## src/rtl/uart_pkg.sv

```systemverilog
// Shared UART definitions: state encoding and frame constants, common to
// the transmitter and the receiver.
package uart_pkg;

    localparam int DEFAULT_CLKS_PER_BIT = 434;
    localparam int DATA_BITS            = 8;

    typedef enum logic [2:0] {
        IDLE,
        START,
        DATA,
        PARITY,
        STOP
    } uart_state_e;

endpackage

```

## src/rtl/uart_bit_timer.sv

```systemverilog
// Bit-period timer: counts 0..CLKS_PER_BIT-1 and flags the last cycle of each
// period. restart holds the count at zero so the next period begins cleanly.
module uart_bit_timer #(
    parameter int CLKS_PER_BIT = 434
) (
    input  logic clk,
    input  logic rst_n,
    input  logic restart,
    output logic bit_end
);

    localparam int CNT_W = (CLKS_PER_BIT > 1) ? $clog2(CLKS_PER_BIT) : 1;
    localparam logic [CNT_W-1:0] LAST = CNT_W'(CLKS_PER_BIT - 1);

    logic [CNT_W-1:0] cnt;

    always_ff @(posedge clk) begin
        if (!rst_n) begin
            cnt <= '0;
        end else if (restart || cnt == LAST) begin
            cnt <= '0;
        end else begin
            cnt <= cnt + 1'b1;
        end
    end

    assign bit_end = (cnt == LAST) && !restart;

endmodule

```

## src/rtl/uart_transmitter.sv

```systemverilog
// UART transmitter, 8-N-1 by default, 8-E-1 when UART_TX_PARITY_EN is defined.
// Bytes are accepted on a valid/ready handshake and shifted out LSB first.
//
//   state  | meaning
//   IDLE   | line high, ready for a byte
//   START  | start bit (line low)
//   DATA   | data bits 0..7, LSB first
//   PARITY | even parity bit (parity build only)
//   STOP   | stop bit (line high), tx_done on exit
module uart_transmitter
    import uart_pkg::*;
#(
    parameter int CLKS_PER_BIT = DEFAULT_CLKS_PER_BIT
) (
    input  logic       clk,
    input  logic       rst_n,
    input  logic       tx_valid,
    input  logic [7:0] tx_data,
    output logic       tx_ready,
    output logic       uart_txd,
    output logic       tx_busy,
    output logic       tx_done
);

    localparam logic [2:0] LAST_BIT = 3'(DATA_BITS - 1);

    uart_state_e state;
    logic [7:0]  shift_reg;
    logic [2:0]  bit_index;
    logic        bit_end;
`ifdef UART_TX_PARITY_EN
    logic        parity_bit;
`endif

    assign tx_ready = (state == IDLE) && rst_n;
    assign tx_busy  = (state != IDLE);

    // Held in restart while idle so START gets a full period from the accept edge.
    uart_bit_timer #(
        .CLKS_PER_BIT (CLKS_PER_BIT)
    ) u_bit_timer (
        .clk     (clk),
        .rst_n   (rst_n),
        .restart (state == IDLE),
        .bit_end (bit_end)
    );

    always_ff @(posedge clk) begin
        if (!rst_n) begin
            state     <= IDLE;
            uart_txd  <= 1'b1;
            tx_done   <= 1'b0;
            shift_reg <= '0;
            bit_index <= '0;
`ifdef UART_TX_PARITY_EN
            parity_bit <= 1'b0;
`endif
        end else begin
            tx_done <= 1'b0;
            case (state)
                IDLE: begin
                    uart_txd <= 1'b1;
                    if (tx_valid) begin
                        shift_reg <= tx_data;
`ifdef UART_TX_PARITY_EN
                        parity_bit <= ^tx_data;
`endif
                        uart_txd  <= 1'b0;
                        state     <= START;
                    end
                end
                START: begin
                    if (bit_end) begin
                        bit_index <= '0;
                        uart_txd  <= shift_reg[0];
                        state     <= DATA;
                    end
                end
                DATA: begin
                    if (bit_end) begin
                        shift_reg <= shift_reg >> 1;
                        if (bit_index == LAST_BIT) begin
`ifdef UART_TX_PARITY_EN
                            uart_txd <= parity_bit;
                            state    <= PARITY;
`else
                            uart_txd <= 1'b1;
                            state    <= STOP;
`endif
                        end else begin
                            bit_index <= bit_index + 3'd1;
                            uart_txd  <= shift_reg[1];
                        end
                    end
                end
`ifdef UART_TX_PARITY_EN
                PARITY: begin
                    if (bit_end) begin
                        uart_txd <= 1'b1;
                        state    <= STOP;
                    end
                end
`endif
                STOP: begin
                    if (bit_end) begin
                        uart_txd <= 1'b1;
                        tx_done  <= 1'b1;
                        state    <= IDLE;
                    end
                end
                default: begin
                    uart_txd <= 1'b1;
                    state    <= IDLE;
                end
            endcase
        end
    end

endmodule

```

## config.mk

```make
export PLATFORM = sky130hd
export DESIGN_NAME = uart_transmitter
export DESIGN_NICKNAME = d
export VERILOG_FILES = /design/src/rtl/uart_pkg.sv /design/src/rtl/uart_bit_timer.sv /design/src/rtl/uart_transmitter.sv
export SDC_FILE = /design/constraint.sdc
export NUM_CORES = 1
export LEC_CHECK = 0
export ABC_AREA = 1
export ABC_CLOCK_PERIOD_IN_PS = 1900
export CORE_MARGIN = 4
export CORE_UTILIZATION = 30
export DETAILED_ROUTE_END_ITERATION = 16
export PLACE_DENSITY = 0.46
export SYNTH_ARGS = -nofsm -noshare
export SYNTH_HDL_FRONTEND = slang
export SYNTH_SLANG_ARGS = --single-unit
export TNS_END_PERCENT = 50
```

## constraint.sdc

```tcl
create_clock -name clk -period 1.9 [get_ports clk]
set_input_delay 0.19 -clock clk [delete_from_list [all_inputs] [get_ports clk]]
set_output_delay 0.19 -clock clk [all_outputs]
set_load 0.005 [all_outputs]
```

Word level (Yosys, flattened, before mapping)
Cells that the tools add are included.
Word-level totals
  output and inout bits: 4
  memory bits (read-only): 0
  bits in latches: 0
  flip-flop bits (word level): 25
  RAM bits: 0
  memories kept: 0
Operators by class
  $lt $le $gt $ge: 0
  equal/unequal tests: 11
  divide/modulo/power cells: 0
  shift-type cells: 0
  add/sub/neg operators: 2
  reductions and logical operators: 14
  bitwise operators: 1
  muxes and demuxes: 19
  multipliers: 0
Operators by type and width (count)
  two-way mux 3 bit: 7
  two-way mux 8 bit: 2
  one-hot mux 8 bit (2 select lines): 1
  inequality test 2 bit (second input constant): 6
  one-hot mux 3 bit (4 select lines): 1
  adder 9 x 1 -> 9 bit (second input constant): 1
  equality test 9 bit (second input constant): 1
  equality test 3 bit (second input constant): 2
  two-way mux 1 bit: 6
  one-hot mux 3 bit (2 select lines): 1
  AND reduction 3 bit: 2
  AND reduction 5 bit: 1
  one-hot mux 1 bit (4 select lines): 1
  AND reduction 4 bit: 1
  nonzero test 2 bit: 2
  adder 3 x 1 -> 3 bit (second input constant): 1
  equality test 3 x 1 -> 1 bit (second input constant): 1
  equality test 3 x 2 -> 1 bit (second input constant): 1
  logical NOT 3 bit: 1
  nonzero test 3 bit: 1
  logical AND 1 bit: 2
  AND reduction 2 bit: 1
  OR reduction 2 bit: 1
  logical NOT 1 bit: 1
  other kinds (2): 2

Longest topological paths before layout
  word-level depth: 5
  depth in mapped cells: 9

By module
From an unflattened synthesis, not the netlist that was laid out.
Unflattened totals
  cells, all modules: 190
  area, all modules: 1295.0 um2
Modules (own cells, without submodules)
  uart_transmitter: cells an instance 123, times used 1, area an instance 842.1 um2, sequential area each 320.3 um2
  uart_bit_timer: cells an instance 67, times used 1, area an instance 452.9 um2, sequential area each 180.2 um2

Worst setup path after synthesis
OpenSTA, ideal clock, no wires.
  path kind: flip-flop to flip-flop
  start: register bit_index[0]
  end: register bit_index[1]
  buffers on the path: 0
  slack: 0.635 ns
  stages on the path, launching flop included: 9
  required time: 1.772 ns
  arrival: 1.137 ns
  clock period less this slack: 1.265 ns
  cell sequence: dfxtp_1 > ha_1 > ha_1 > nor2_4 > nor2_2 > nor2_4 > nand2_1 > o21ai_1 > nor2_1
On the way
  longest elaborated chain between the ends: 4
  elaborated cells on any way between the ends: 7
RTL lines
  from (decl): RTL line uart_transmitter.sv:29  | logic [2:0] bit_index;
  from (signal assigned): RTL line uart_transmitter.sv:91  | bit_index <= bit_index + 3'd1;
  adder 3 x 1 -> 3 bit: RTL line uart_transmitter.sv:91
  two-way mux 3 bit: RTL line uart_transmitter.sv:82  | if (bit_index == LAST_BIT) begin
  two-way mux 3 bit: RTL line uart_transmitter.sv:80  | if (bit_end) begin
  one-hot mux 3 bit (2 select lines): RTL line uart_transmitter.sv:60  | case (state)
Several ways; a longest one is shown, not always the timed one. The select of a mux whose other input is x is not followed.
A chain may end at the register's enable or synchronous reset.

Final worst setup path
  start: register state[1]
  end: output port tx_ready
On the way
  longest elaborated chain between the ends: 2
RTL lines
  from (decl): RTL line uart_transmitter.sv:27  | uart_state_e state;
  from (signal assigned): RTL line uart_transmitter.sv:50  | state <= IDLE;
  from (signal assigned): RTL line uart_transmitter.sv:69  | state <= START;
  from (signal assigned): RTL line uart_transmitter.sv:76  | state <= DATA;
  logical NOT 3 bit: RTL line uart_transmitter.sv:35  | assign tx_ready = (state == IDLE) && rst_n;
  logical AND 1 bit: RTL line uart_transmitter.sv:35
  to (decl): RTL line uart_transmitter.sv:19  | output logic tx_ready,
Every way passes these cells.

==> summary.txt <==
Critical path
  • Crit path max-delay cell type: clkdlybuf4s50_1
  • Cells along the critical path: nor2_2 > nand2_4 > nor2_1 > clkdlybuf4s50_1
  • Worst stage delay on the critical path: 0.51 ns
  • Startpoint kind of the worst setup timing path: flop
  • Worst path arrival time: 1.54 ns
  • Required @ worst endpoint: 1.71 ns
  • Worst setup EP type: primary output
  • Type of the worst setup path: flop to primary output
  • Critical path fanouts, max: 5

Yosys
  • #FFs+latches synth: 25
  • Warning count from the yosys run: 0
  • Most area-consuming cells after synthesis: dfxtp_1 (39%), nand2_1 (16%), a21oi_1 (5.4%), nand3_1 (5.4%), inv_1 (4.4%)
  • Mean cell area of the mapped netlist: 7.308 um^2
  • Post-Syn Nets: 191
  • Netlist area before placement: 0.001286 mm^2
  • Largest area contributor in the netlist: dfxtp_1
  • Post-synthesis instance total: 176
  • Number of distinct library cell variants in the gate-level netlist after synthesis: 23
  • Portion of synthesized cell area occupied by the leading cell type: 38.91%
  • Part of the Yosys area used for sequential elements: 38.91%

Clock tree
  • Setup bufs post-CTS: 0
  • Hold buffers post-CTS: 0
  • TritonCTS clock tree: done
  • CTS H-tree depth: 1
  • Root Buffer: clkbuf_8
  • Source-to-sink clock delay at the later pin of the worst-skew pair: 0.27 ns
  • Clk slew on worst S/H paths: 0.09 ns
  • CTS-repair resized insts: 0
  • TritonCTS buffer count: 3
  • Number of buffers on the longest clock path: 2
  • Number of clock sinks: 25

Drt
  • Count of TritonRoute iterations in the first routing pass: 4
  • Routed via count: 1119
  • Number of nets still failing antenna checks after routing: 0
  • Residual DRC count: 0
  • Per-cell routed wire length: 11.34 um
  • Wire length after detailed routing: 2.767 mm
  • Detailed Route Iter0 Violations: 48
  • Vias per cell: 4.586

Power and ir drop
  • IR Drop Worst-Case VDD: 0.0003122 V
  • Ratio of total power to cell area: 1054 mW/mm^2
  • Standby leakage power: 0.0006327 uW

Layout
  • Antenna cell count: 0
  • Total area of multi-input combinational cells: 691.9 um^2
  • Net count, final: 210
  • Combined flip-flop and latch cell area: 500.5 um^2
  • Number of fill cells: 440
  • Number of flip-flops in the largest register: 9
  • Area overhead of the layout relative to synthesis: 19.07%
  • Ratio of cells with drive above 1 in the final layout: 13.40%

Global routing
  • Wire length of the first global-routing pass: 4.802 mm
  • Pin count of the biggest net entering global routing: 15
  • Via count of the first global-routing pass: 1070
  • Initial antenna violation count: 0
  • Aggregate global routing overflow: 0
  • Global Route Usage Sum: 11.14%

Timing
  • Number of slew-limit violations in the final report: 0
  • Worst Skew: 0.004660 ns
  • Final count of negative-setup-slack endpoints: 0
  • Setup TNS: 0 ns
  • Final critical-path required period: 1.734 ns
  • Final setup margin: 0.1660 ns
  • Top achievable clock speed: 576.7 MHz
  • Post-route fraction of the period consumed by the critical path: 91.26%
  • Slew at the pin with the worst max-slew slack: 0.2828 ns
  • Unrepaired setup endpoints after global routing: no
  • Max-slew headroom: 81.12%
  • Final Hold Violating Endpoints: 0

Floorplan
  • Die area: 0.005399 mm^2
  • Height of the die: 73.48 um
  • Std-Cell Core Area: 0.004086 mm^2
  • Standard-cell row count: 23
  • Chip width: 73.48 um
  • Initial standard-cell utilization of the core: 31.48%
  • Number of I/O pins: 15

Hold path
  • Hold/Removal Path Class: flop to flop

Place
  • Final RePlAce weighted congestion: 0.7578
  • Post-place setup slack: 0.3610 ns
  • Buffers on Ports: 14
  • Post-detail-place hpwl: 2.082 mm

Status
  • Status: finished clean

Flow run
  • Max capacitance violation total: 0
==> worst paths after layout <==
path | from | endpoint | slack [ns] | cells past startpoint
worst min register to register | shift_reg[3] | shift_reg[3] | 0.47 | 2
worst max register to register | state[1] | shift_reg[0] | 0.46 | 6
worst min-delay path | shift_reg[3] | shift_reg[3] | 0.47 | 2
worst max-delay path | state[1] | tx_ready | 0.17 | 4
==> cell families (layout without fill, tap and decap cells) <==
kind of cell             after synthesis  after routing  synth area share, %
flip-flops                            25             25                38.91
buffers and inverters                 21             39                7.295
adder cells (fa/ha/maj)                4              4                3.891
AO/OA/AOI/OAI                         19             19                7.880
XOR/XNOR                               3              3                2.043
AND/OR/NAND/NOR                      104            104                39.98
==> metal layers <==
layer / global-route usage, % / vias to the layer above / part of all wire [%]
met2: 18.31 / 10 / 48
li1: - / 594 / -
met3: 2.462 / 2 / 3.7
met4: 3.018 / 0 / 0.72
met5: 0 / - / 0
met1: 14.63 / 513 / 48
==> worst max-delay path: cells and delay by family, from the launching register on <==
family | cells | cell delay (ns)
buffers and inverters | 1 | 0.51
AND/OR/NAND/NOR | 3 | 0.39
flip-flops | 1 | 0.38
==> Yosys cell counts <==
cell / n
nand2_1: 54
dfxtp_1: 25
inv_1: 15
nor2_1: 15
a21oi_1: 14
nand3_1: 14
ha_1: 4
nand2_4: 4
inv_2: 3
nor2_2: 3
nor2_4: 3
nor3_1: 3
o21ai_1: 3
xor2_1: 3
buf_6: 2
nand2_2: 2
nand3_2: 2
nand3b_1: 2
clkbuf_1: 1
nand3_4: 1
nor3b_1: 1
o21ai_2: 1
o31ai_1: 1
==> through the flow <==
step | hold WS (ns) | power (uW) | std cells | util (%) | area (um^2)
final | 0.4690 | 1615 | 244 | 37.48 | 1531
after global routing | 0.4957 | 1743 | 244 | 37.48 | 1531
after CTS | 0.4719 | 1641 | 244 | 37.48 | 1531
after detailed placement | 0.4573 | 1311 | 240 | 36.34 | 1485
after global placement | 0.4487 | 1305 | 240 | 36.34 | 1485
after floorplan | 0.2746 | 1143 | 176 | - | 1286
==> power by group <==
group	switching [uW]	internal (uW)
clock network	174	147
logic	395	246
registers	54.4	599
total	623	991
==> cell usage in the layout, fill, tap and decap left out, drive strengths merged, types with 2 or more instances in the layout <==
| master | count |
|---|---|
| nand3b | 2 |
| xor2 | 3 |
| dfxtp | 25 |
| nor3 | 3 |
| buf | 3 |
| nand2 | 60 |
| inv | 18 |
| clkbuf | 3 |
| nor2 | 21 |
| nand3 | 17 |
| ha | 4 |
| a21oi | 14 |
| o21ai | 4 |
| clkdlybuf4s50 | 14 |
==> final cells by class <==
| cell class | instances | share of cell area (%) |
|---|---|---|
| Tap cell | 50 | 4.085 |
| Multi-Input combinational cell | 130 | 45.18 |
| Timing Repair Buffer | 17 | 10.62 |
| Clock buffer | 3 | 2.696 |
| Clock inverter | 1 | 0.3268 |
| Inverter | 18 | 4.412 |
| Sequential cell | 25 | 32.68 |
Power figures use the tool's default switching activity.
